<file path="src/rtl/clk_div_pkg.sv">
// Shared definitions for the clock-divider scheduler: ratio selects,
// half-period reload table and FSM state encodings.
package clk_div_pkg;

   localparam int CNT_W = 5;

   // Divide-ratio select as carried on i_sel / o_cur_sel.
   typedef enum logic [1:0] {
      SEL_DIV2  = 2'd0,
      SEL_DIV4  = 2'd1,
      SEL_DIV16 = 2'd2,
      SEL_DIV64 = 2'd3
   } sel_t;

   // Ratio-change handshake states.
   typedef enum logic [1:0] {
      ST_RUN  = 2'd0,
      ST_PEND = 2'd1,
      ST_ACK  = 2'd2
   } state_t;

   // Half-period reload: a phase lasts reload+1 cycles.
   function automatic logic [CNT_W-1:0] reload_of(input logic [1:0] sel);
      logic [CNT_W-1:0] r;
      case (sel)
         SEL_DIV2:  r = 5'd0;
         SEL_DIV4:  r = 5'd1;
         SEL_DIV16: r = 5'd7;
         default:   r = 5'd31;
      endcase
      return r;
   endfunction

endpackage

</file>
<file path="src/rtl/clk_div_sched_if.sv">
// Control/status bundle of the clock-divider scheduler.
//
// Handshake: i_req is a one-cycle request carrying i_sel; it is accepted on
// any rising edge where o_busy is low (RUN or ACK state). o_busy stays high
// from the cycle after acceptance until the new ratio takes effect, which is
// marked by a single-cycle o_ack with o_cur_sel already updated. Requests
// presented while o_busy is high are dropped.
interface clk_div_sched_if;
   import clk_div_pkg::*;

   logic       i_en;
   logic       i_req;
   logic [1:0] i_sel;
   logic       o_busy;
   logic       o_ack;
   logic [1:0] o_cur_sel;
   logic       o_gen_clk;
   logic       o_tick;
   state_t     o_dbg_state;

   modport slave (
      input  i_en, i_req, i_sel,
      output o_busy, o_ack, o_cur_sel, o_gen_clk, o_tick, o_dbg_state
   );

   modport master (
      output i_en, i_req, i_sel,
      input  o_busy, o_ack, o_cur_sel, o_gen_clk, o_tick, o_dbg_state
   );

endinterface

</file>
<file path="src/rtl/clk_div_core.sv">
// Half-period down-counter and registered toggle producing the divided clock.
// A load forces the output low and restarts the count from i_reload; it is
// used both for clean ratio switches and for holding the clock while stopped.
module clk_div_core
   import clk_div_pkg::*;
#(
   parameter logic [CNT_W-1:0] RST_RELOAD = 5'd1
) (
   input  logic             i_clk,
   input  logic             i_rst_n,
   input  logic             i_en,
   input  logic             i_load,
   input  logic [CNT_W-1:0] i_reload,
   output logic [CNT_W-1:0] o_count,
   output logic             o_gen_clk,
   output logic             o_tick
);

   logic [CNT_W-1:0] count_q;
   logic             gen_q;
   logic             tick_q;

   // Count down, toggle and reload at zero; tick marks the first high cycle.
   always_ff @(posedge i_clk) begin
      if (!i_rst_n) begin
         count_q <= RST_RELOAD;
         gen_q   <= 1'b0;
         tick_q  <= 1'b0;
      end else if (i_load) begin
         count_q <= i_reload;
         gen_q   <= 1'b0;
         tick_q  <= 1'b0;
      end else if (i_en) begin
         if (count_q == '0) begin
            count_q <= i_reload;
            gen_q   <= ~gen_q;
            tick_q  <= ~gen_q;
         end else begin
            count_q <= count_q - CNT_W'(1);
            tick_q  <= 1'b0;
         end
      end else begin
         tick_q <= 1'b0;
      end
   end

   assign o_count   = count_q;
   assign o_gen_clk = gen_q;
   assign o_tick    = tick_q;

endmodule

</file>
<file path="src/rtl/clk_div_sched.sv">
// Clock divider with glitch-free ratio switching. A requested ratio is held
// pending until the end of a high phase (or immediately when the clock is
// parked low), so no generated phase is ever shortened.
module clk_div_sched
   import clk_div_pkg::*;
#(
   parameter logic [1:0] RST_SEL = 2'd1
) (
   input  logic            i_clk,
   input  logic            i_rst_n,
   clk_div_sched_if.slave  bus
);

   state_t           state_q, state_d;
   logic [1:0]       cur_q, cur_d;
   logic [1:0]       pend_q, pend_d;
   logic             busy_q, ack_q;

   logic [CNT_W-1:0] count;
   logic [CNT_W-1:0] reload;
   logic             gen_clk;
   logic             tick;
   logic             stopped;
   logic             boundary;
   logic             load_new;
   logic             core_load;
   logic             core_en;

   // Parked: disabled and already low, so the output can be held there.
   assign stopped   = ~bus.i_en & ~gen_clk;
   // Period boundary: last cycle of a high phase, or parked low.
   assign boundary  = ((count == '0) & gen_clk) | stopped;
   assign load_new  = (state_q == ST_PEND) & boundary;
   assign core_load = load_new | stopped;
   assign core_en   = ~stopped;
   assign reload    = load_new ? reload_of(pend_q) : reload_of(cur_q);

   clk_div_core #(
      .RST_RELOAD (reload_of(RST_SEL))
   ) u_core (
      .i_clk     (i_clk),
      .i_rst_n   (i_rst_n),
      .i_en      (core_en),
      .i_load    (core_load),
      .i_reload  (reload),
      .o_count   (count),
      .o_gen_clk (gen_clk),
      .o_tick    (tick)
   );

   // Next-state: accept requests in RUN/ACK, switch ratio at the boundary.
   always_comb begin
      state_d = state_q;
      cur_d   = cur_q;
      pend_d  = pend_q;
      case (state_q)
         ST_RUN: begin
            if (bus.i_req) begin
               pend_d  = bus.i_sel;
               state_d = ST_PEND;
            end
         end
         ST_PEND: begin
            if (boundary) begin
               cur_d   = pend_q;
               state_d = ST_ACK;
            end
         end
         ST_ACK: begin
            if (bus.i_req) begin
               pend_d  = bus.i_sel;
               state_d = ST_PEND;
            end else begin
               state_d = ST_RUN;
            end
         end
         default: state_d = ST_RUN;
      endcase
   end

   // State and registered handshake outputs.
   always_ff @(posedge i_clk) begin
      if (!i_rst_n) begin
         state_q <= ST_RUN;
         cur_q   <= RST_SEL;
         pend_q  <= RST_SEL;
         busy_q  <= 1'b0;
         ack_q   <= 1'b0;
      end else begin
         state_q <= state_d;
         cur_q   <= cur_d;
         pend_q  <= pend_d;
         busy_q  <= (state_d == ST_PEND);
         ack_q   <= (state_d == ST_ACK);
      end
   end

   assign bus.o_busy      = busy_q;
   assign bus.o_ack       = ack_q;
   assign bus.o_cur_sel   = cur_q;
   assign bus.o_gen_clk   = gen_clk;
   assign bus.o_tick      = tick;
   assign bus.o_dbg_state = state_q;

endmodule
</file>
<file path="src/flat_wrapper.sv">
// flat-port wrapper written by rule: the top's interface ports become plain ports
module clk_div_sched_flat import clk_div_pkg::*;
#(
   parameter logic [1:0] RST_SEL = 2'd1
)
  (i_clk, i_rst_n, bus_i_en, bus_i_req, bus_i_sel, bus_o_busy, bus_o_ack, bus_o_cur_sel, bus_o_gen_clk, bus_o_tick, bus_o_dbg_state);
  clk_div_sched_if bus_i ();
  input  logic i_clk;
  input  logic i_rst_n;
  input wire logic [$bits(bus_i.i_en)-1:0] bus_i_en;
  input wire logic [$bits(bus_i.i_req)-1:0] bus_i_req;
  input wire logic [$bits(bus_i.i_sel)-1:0] bus_i_sel;
  output wire logic [$bits(bus_i.o_busy)-1:0] bus_o_busy;
  output wire logic [$bits(bus_i.o_ack)-1:0] bus_o_ack;
  output wire logic [$bits(bus_i.o_cur_sel)-1:0] bus_o_cur_sel;
  output wire logic [$bits(bus_i.o_gen_clk)-1:0] bus_o_gen_clk;
  output wire logic [$bits(bus_i.o_tick)-1:0] bus_o_tick;
  output wire logic [$bits(bus_i.o_dbg_state)-1:0] bus_o_dbg_state;
  assign bus_i.i_en = bus_i_en;
  assign bus_i.i_req = bus_i_req;
  assign bus_i.i_sel = bus_i_sel;
  assign bus_o_busy = bus_i.o_busy;
  assign bus_o_ack = bus_i.o_ack;
  assign bus_o_cur_sel = bus_i.o_cur_sel;
  assign bus_o_gen_clk = bus_i.o_gen_clk;
  assign bus_o_tick = bus_i.o_tick;
  assign bus_o_dbg_state = bus_i.o_dbg_state;
  clk_div_sched #(.RST_SEL(RST_SEL)) u_core (.i_clk(i_clk), .i_rst_n(i_rst_n), .bus(bus_i));
endmodule
</file>
<file path="config.mk">
export PLATFORM = sky130hd
export DESIGN_NAME = clk_div_sched_flat
export DESIGN_NICKNAME = d
export VERILOG_FILES = /design/src/rtl/clk_div_pkg.sv /design/src/rtl/clk_div_sched_if.sv /design/src/rtl/clk_div_core.sv /design/src/rtl/clk_div_sched.sv /design/src/flat_wrapper.sv
export SDC_FILE = /design/constraint.sdc
export NUM_CORES = 1
export LEC_CHECK = 0
export ABC_CLOCK_PERIOD_IN_PS = 3000
export CAP_MARGIN = 20
export CORE_MARGIN = 8
export CORE_UTILIZATION = 53
export CTS_BUF_LIST = sky130_fd_sc_hd__clkbuf_2
export DETAILED_ROUTE_END_ITERATION = 8
export PLACE_DENSITY = 0.81
export SYNTH_ARGS = -nofsm -noshare
export SYNTH_HDL_FRONTEND = slang
export SYNTH_HIERARCHICAL = 1
export SYNTH_SLANG_ARGS = --single-unit
</file>
<file path="constraint.sdc">
create_clock -name i_clk -period 3 [get_ports i_clk]
set_clock_uncertainty 0.2 [all_clocks]
set_input_delay 0.45 -clock i_clk [delete_from_list [all_inputs] [get_ports i_clk]]
set_output_delay 0.45 -clock i_clk [all_outputs]
set_load 0.02 [all_outputs]
</file>
# ---- Word-level counts from Yosys, hierarchy flattened
# Cells that the tools add are included.
dict set report word_totals {
  register_bits 15
  latchBits 0
  ramBits 0
  romBits 0
  word_cells 48
  n_memories 0
}
dict set report classes {
  n_addsub 1
  mul 0
  div_mod_pow 0
  n_lt_le_gt_ge 0
  n_eq_ne 9
  n_shift 0
  muxes 10
  bitwise_logic 10
  n_reduce_logical 10
}
# cell n
set op_table {}
lappend op_table {{5-bit one-hot mux with 3 select lines} 2}
lappend op_table {{5-bit 2-to-1 mux} 4}
lappend op_table {{2-bit by 1-bit == test with 1-bit output (second input constant)} 4}
lappend op_table {{2-bit == test (second input constant)} 4}
lappend op_table {{2-bit logical NOT} 3}
lappend op_table {{2-bit one-hot mux with 3 select lines} 1}
lappend op_table {{2-bit AND reduction} 3}
lappend op_table {{5-bit logical NOT} 1}
lappend op_table {{1-bit inverter} 5}
lappend op_table {{5-bit by 1-bit subtractor with 5-bit output (second input constant)} 1}
lappend op_table {{2-bit 2-to-1 mux} 2}
lappend op_table {{2-bit OR reduction} 2}
lappend op_table {{4-bit OR reduction} 1}
lappend op_table {{1-bit bitwise AND} 3}
lappend op_table {{2-bit != test (second input constant)} 1}
lappend op_table {{1-bit bitwise OR} 2}
lappend op_table {{1-bit 2-to-1 mux} 1}

# ---- Depth between registers and ports, before layout
dict set report logic_depth {
  word_depth 8
  ltp_mapped 8
}

# ---- By module
# Netlist, hierarchy kept.
# module n_inst cells_per_inst area_per_inst_um2
set modules_own_cells {}
lappend modules_own_cells {clk_div_core 1 49 386.6}
lappend modules_own_cells {clk_div_sched 1 41 386.6}

# ---- Worst setup path after synthesis
# OpenSTA, ideal clock, no wires.
dict set report synth_path {
  path_kind {register to register}
  startpoint {reg u_core.u_core.count_q[0], in the netlist u_core/u_core/o_count[0]}
  endpoint {reg u_core.u_core.count_q[3], in the netlist u_core/u_core/o_count[3]}
  setup_ns 0.062
  t_arrival_ns 1.898
  setup_slack_ns 0.840
  path_stages_with_launch 7
  synth_period_minus_slack_ns 2.160
  cell_sequence {dfxtp_1 -> or4_4 -> o21ai_1 -> clkbuf_1 -> nor2_1 -> or4_1 -> nand3_1}
}
dict set report synth_between {
  word_cells_on_any_way 11
}
# item line
set synth_rtl {}
lappend synth_rtl {{start, declared} clk_div_core.sv:19} ;# logic [CNT_W-1:0] count_q;
lappend synth_rtl {{start signal, assigned} clk_div_core.sv:30} ;# count_q <= i_reload;
lappend synth_rtl {{start signal, assigned} clk_div_core.sv:35} ;# count_q <= i_reload;
lappend synth_rtl {{start signal, assigned} clk_div_core.sv:39} ;# count_q <= count_q - CNT_W'(1);
lappend synth_rtl {{5-bit logical NOT *} clk_div_sched.sv:32} ;# assign boundary = ((count == '0) & gen_clk) | stopped;
lappend synth_rtl {{1-bit bitwise AND *} clk_div_sched.sv:32}
lappend synth_rtl {{1-bit bitwise OR *} clk_div_sched.sv:32}
lappend synth_rtl {{1-bit bitwise AND *} clk_div_sched.sv:33} ;# assign load_new = (state_q == ST_PEND) & boundary;
lappend synth_rtl {{1-bit bitwise OR *} clk_div_sched.sv:34} ;# assign core_load = load_new | stopped;
lappend synth_rtl {{net u_core.core_load} clk_div_sched.sv:26} ;# logic core_load;
lappend synth_rtl {{2-bit != test (no source line) / 5-bit 2-to-1 mux (equally long branches)} -}
# Mark *: on every way through the listed nets, which the timed path passes. The rest lies on a longest branch. The select of a mux whose other input is x is not followed.
# A chain may end at the register's enable or synchronous reset.

# ---- Worst setup path after layout
dict set report layout_path {
  startpoint {in bus_i_en}
  endpoint {reg u_core.u_core.count_q[0], in the netlist u_core/u_core/o_count[0]}
}
dict set report layout_between {
  elab_chain_len 8
  word_cells_on_any_way 10
}
# item line
set layout_lines {}
lappend layout_lines {{start, declared} flat_wrapper.sv:10} ;# input wire logic [$bits(bus_i.i_en)-1:0] bus_i_en;
lappend layout_lines {{1-bit inverter *} clk_div_sched.sv:30} ;# assign stopped = ~bus.i_en & ~gen_clk;
lappend layout_lines {{1-bit bitwise AND *} clk_div_sched.sv:30}
lappend layout_lines {{1-bit bitwise OR *} clk_div_sched.sv:32}
lappend layout_lines {{1-bit bitwise AND *} clk_div_sched.sv:33}
lappend layout_lines {{5-bit 2-to-1 mux *} clk_div_sched.sv:36} ;# assign reload = load_new ? reload_of(pend_q) : reload_of(cur_q);
lappend layout_lines {{net u_core.reload[0]} clk_div_sched.sv:20} ;# logic [CNT_W-1:0] reload;
lappend layout_lines {{5-bit 2-to-1 mux} clk_div_core.sv:34} ;# if (count_q == '0) begin
lappend layout_lines {{5-bit 2-to-1 mux} clk_div_core.sv:33} ;# end else if (i_en) begin
lappend layout_lines {{5-bit 2-to-1 mux *} clk_div_core.sv:29} ;# end else if (i_load) begin
# Marks and branches as above.

==> load_flow_metrics.sql <==
INSERT INTO impl_metrics (metric_group, metric, value, unit) VALUES
('sta', 'grt_setup_unrepaired', 'false', ''),
('yosys', 'synth_compound_gate_area_share', '18.0', '%'),
('sta', 'timing.final.hold_violations', '0', ''),
('grt', 'grt_pass1_wl', '2.50', 'mm'),
('grt', 'track_usage', '11.4', '%'),
('grt', 'antenna_violations_before_repair', '0', ''),
('setup_path', 'critical_path_peak_fanout', '7', ''),
('grt', 'grt_start_max_net_pins', '17', ''),
('place', 'placed_cell_area', '907', 'um2'),
('sta', 'tightest_slew', '0.515', 'ns'),
('yosys', 'seq_area_frac_synth', '38.8', '%'),
('sta', 'maxSlewViolCount', '0', ''),
('power', 'power.leakage', '0.380', 'nW'),
('hold_path', 'worst_hold_startpoint', 'u_core/bus.o_cur_sel[1]$_SDFFE_PN0P_', ''),
('routing', 'postRouteAntennaNets', '0', ''),
('setup_path', 'cp_data_arrival_time', '2.41', 'ns'),
('cells_and_area', 'layout.cells.most_common', 'sky130_fd_sc_hd__dfxtp_1', ''),
('sta', 'min_period', '2.40', 'ns'),
('power', 'pwr-share-seq', '56.3', '%'),
('yosys', 'synth-async-reset-ratio', '0', '%'),
('cells_and_area', 'most-common-layout-cells', '15 x sky130_fd_sc_hd__dfxtp_1, 13 x sky130_fd_sc_hd__clkdlybuf4s50_1, 11 x sky130_fd_sc_hd__nor2_1, 10 x sky130_fd_sc_hd__nand2_1, 7 x sky130_fd_sc_hd__inv_1', ''),
('yosys', 'synth_xor_xnor_area_share', '1.13', '%'),
('sta', 'finalWorstSetupSlack', '0.602', 'ns'),
('clock_tree', 'cts_buffers', '3', ''),
('grt', 'vias_in_the_first_global_route', '593', ''),
('cells_and_area', 'insertedDiodeCount', '0', ''),
('cells_and_area', 'finalNetCount', '113', ''),
('routing', 'total_via_count_in_the_routed_design', '683', ''),
('die', 'initial_core_utilization', '58.0', '%'),
('setup_path', 'timing.critical_path.from_type', 'primary input', ''),
('power', 'vdd_drop_max', '0.000305', 'V'),
('routing', 'drc_errors', '0', ''),
('die', 'floorplan.rows', '13', ''),
('power', 'total_power', '0.388', 'mW'),
('power', 'sw_share', '28.8', '%'),
('setup_path', 'worstReg2RegStart', 'u_core/u_core/o_count[0]$_SDFFE_PN1P_', ''),
('grt', 'globalRoute.totalOverflow', '0', ''),
('cells_and_area', 'final_layout_size_suffix_gt1_share', '8.57', '%'),
('routing', 'detail_route.first_pass.iterations', '4', ''),
('yosys', 'yosysWarningCount', '6', ''),
('routing', 'drt_iter0_markers', '21', ''),
('setup_path', 'end_kind', 'register', ''),
('hold_path', 'hold_path_depth', '2', ''),
('setup_path', 'critical_path_rt', '3.01', 'ns'),
('die', 'die-width', '54.2', 'um'),
('place', 'detailedPlace.worstSlack', '0.414', 'ns'),
('place', 'portBuffers', '13', ''),
('yosys', 'ys_seq_elements', '15', ''),
('sta', 'timing.fmax', '417', 'MHz'),
('power', 'p_sw', '0.112', 'mW'),
('routing', 'routed_via_density', '5.69', ''),
('die', 'die_area', '0.00294', 'mm2'),
('clock_tree', 'ctsHoldBuffers', '0', ''),
('hold_path', 'hold_critical_path_endpoint', 'u_core/bus.o_cur_sel[1]$_SDFFE_PN0P_', ''),
('setup_path', 'timing.reg2reg.setup_slack', '0.61', 'ns'),
('clock_tree', 'tritoncts_clock_tree', 'built', ''),
('clock_tree', 'worst_skew_pair.late_latency', '0.27', 'ns'),
('power', 'power.clock.fraction', '23.8', '%'),
('clock_tree', 'worst_setup_hold_path_clk_slew', '0.14', 'ns'),
('yosys', 'most_used_flip_flop_cell_after_synthesis', 'sky130_fd_sc_hd__dfxtp_1', ''),
('clock_tree', 'cts.repair_timing.setup_buffer_count', '0', ''),
('yosys', 'post_synth_mux_area_share', '7.12', '%'),
('cells_and_area', 'final_cell_area', '927', 'um2'),
('place', 'hpwlAfterDp', '1.14', 'mm'),
('outcome', 'status', 'finished clean', ''),
('power', 'powerDensity', '418', 'mW/mm2'),
('clock_tree', 'h-tree-depth', '1', ''),
('yosys', 'dominant_combinational_cell_family_by_area_after_synthesis', 'simple AND/OR/NAND/NOR gates', ''),
('cells_and_area', 'synthToLayoutAreaGrowth', '19.9', '%'),
('yosys', 'synth_simple_gate_area_share', '28.0', '%'),
('yosys', 'syn-num-nets', '97', '');
==> critical path, stage by stage <==
cell                              delay (ns)
sky130_fd_sc_hd__clkdlybuf4s50_1        0.41
sky130_fd_sc_hd__or4b_1                 0.53
sky130_fd_sc_hd__o21a_1                 0.24
sky130_fd_sc_hd__mux2i_1                0.29
sky130_fd_sc_hd__inv_1                  0.08
sky130_fd_sc_hd__a21oi_1                0.14
sky130_fd_sc_hd__o22ai_1                0.12
sky130_fd_sc_hd__o21ai_1                0.15
==> flip-flops by register name, summed over array words and instances (netlist names) <==
name                     cells
u_core/u_core/o_count        5
u_core/pend_q                2
u_core/bus.o_cur_sel         2
u_core/bus.o_busy            1
u_core/bus.o_dbg_state       2
u_core/bus.o_ack             1
u_core/u_core/o_gen_clk      1
u_core/u_core/o_tick         1
==> kinds of logic after synthesis <==
family | Yosys count
buffers and inverters | 9
AND/OR/NAND/NOR | 39
flip-flops | 15
adder cells (fa/ha/maj) | 1
AO/OA/AOI/OAI | 20
XOR/XNOR | 1
multiplexers | 5
==> worst max-delay path by stage <==
stage	endpoint	slack (ns)	cells after the start	startpoint
2_1_floorplan	u_core/u_core/o_count[3]$_SDFFE_PN0P_	0.84	6	u_core/u_core/o_count[0]$_SDFFE_PN1P_
3_3_place_gp	u_core/u_core/o_count[0]$_SDFFE_PN1P_	0.43	8	bus_i_en
3_5_place_dp	u_core/u_core/o_count[0]$_SDFFE_PN1P_	0.41	8	bus_i_en
4_1_cts	u_core/u_core/o_count[3]$_SDFFE_PN0P_	0.62	5	u_core/u_core/o_count[0]$_SDFFE_PN1P_
5_1_grt	u_core/u_core/o_count[3]$_SDFFE_PN0P_	0.48	5	u_core/u_core/o_count[3]$_SDFFE_PN0P_
6_report	u_core/u_core/o_count[0]$_SDFFE_PN1P_	0.60	8	bus_i_en
==> stage by stage <==
stage	hold WS (ns)	instances
4_1_cts	0.324	120
6_report	0.326	120
5_1_grt	0.347	120
3_5_place_dp	0.304	116
2_1_floorplan	0.272	90
3_3_place_gp	0.292	116
==> per-layer routing <==
metal	part of all wire [%]	global-route usage, %
met5	0	0
met2	43	17.4
met4	1.9	7.38
met1	48	13.8
met3	7.1	2.75
==> cells in the mapped netlist (2+ instances only) <==
| cell type | number | area (um2) |
|---|---|---|
| sky130_fd_sc_hd__dfxtp_1 | 15 | 300 |
| sky130_fd_sc_hd__mux2i_1 | 4 | 40.0 |
| sky130_fd_sc_hd__inv_1 | 7 | 26.3 |
| sky130_fd_sc_hd__nor2b_1 | 2 | 12.5 |
| sky130_fd_sc_hd__nor3_1 | 2 | 10.0 |
| sky130_fd_sc_hd__o21ai_1 | 2 | 10.0 |
| sky130_fd_sc_hd__a21oi_1 | 3 | 15.0 |
| sky130_fd_sc_hd__nand2_1 | 10 | 37.5 |
| sky130_fd_sc_hd__nand3_1 | 2 | 10.0 |
| sky130_fd_sc_hd__a21boi_1 | 3 | 22.5 |
| sky130_fd_sc_hd__o22ai_1 | 2 | 12.5 |
| sky130_fd_sc_hd__nor2_1 | 11 | 41.3 |
| sky130_fd_sc_hd__o211ai_1 | 3 | 22.5 |
| sky130_fd_sc_hd__o21a_1 | 3 | 22.5 |
==> power groups by stage <==
stage          combinational, mW  clock (mW)  sequential (mW)
3_5_place_dp              0.0758           0            0.223
5_1_grt                   0.0837       0.107            0.220
4_1_cts                   0.0769      0.0961            0.218
3_3_place_gp              0.0752           0            0.222
2_1_floorplan             0.0466           0            0.226
6_report                  0.0772      0.0921            0.218
==> layout make-up <==
type / instances / area (um2) / area share, %
Clock buffer: 3 / 15.0 / 1.62
Clock inverter: 1 / 5.00 / 0.540
Inverter: 7 / 26.3 / 2.83
Multi-Input combinational cell: 66 / 432 / 46.6
Sequential cell: 15 / 300 / 32.4
Tap cell: 15 / 18.8 / 2.02
Timing Repair Buffer: 13 / 130 / 14.0
(Power assumes the default switching activity.)
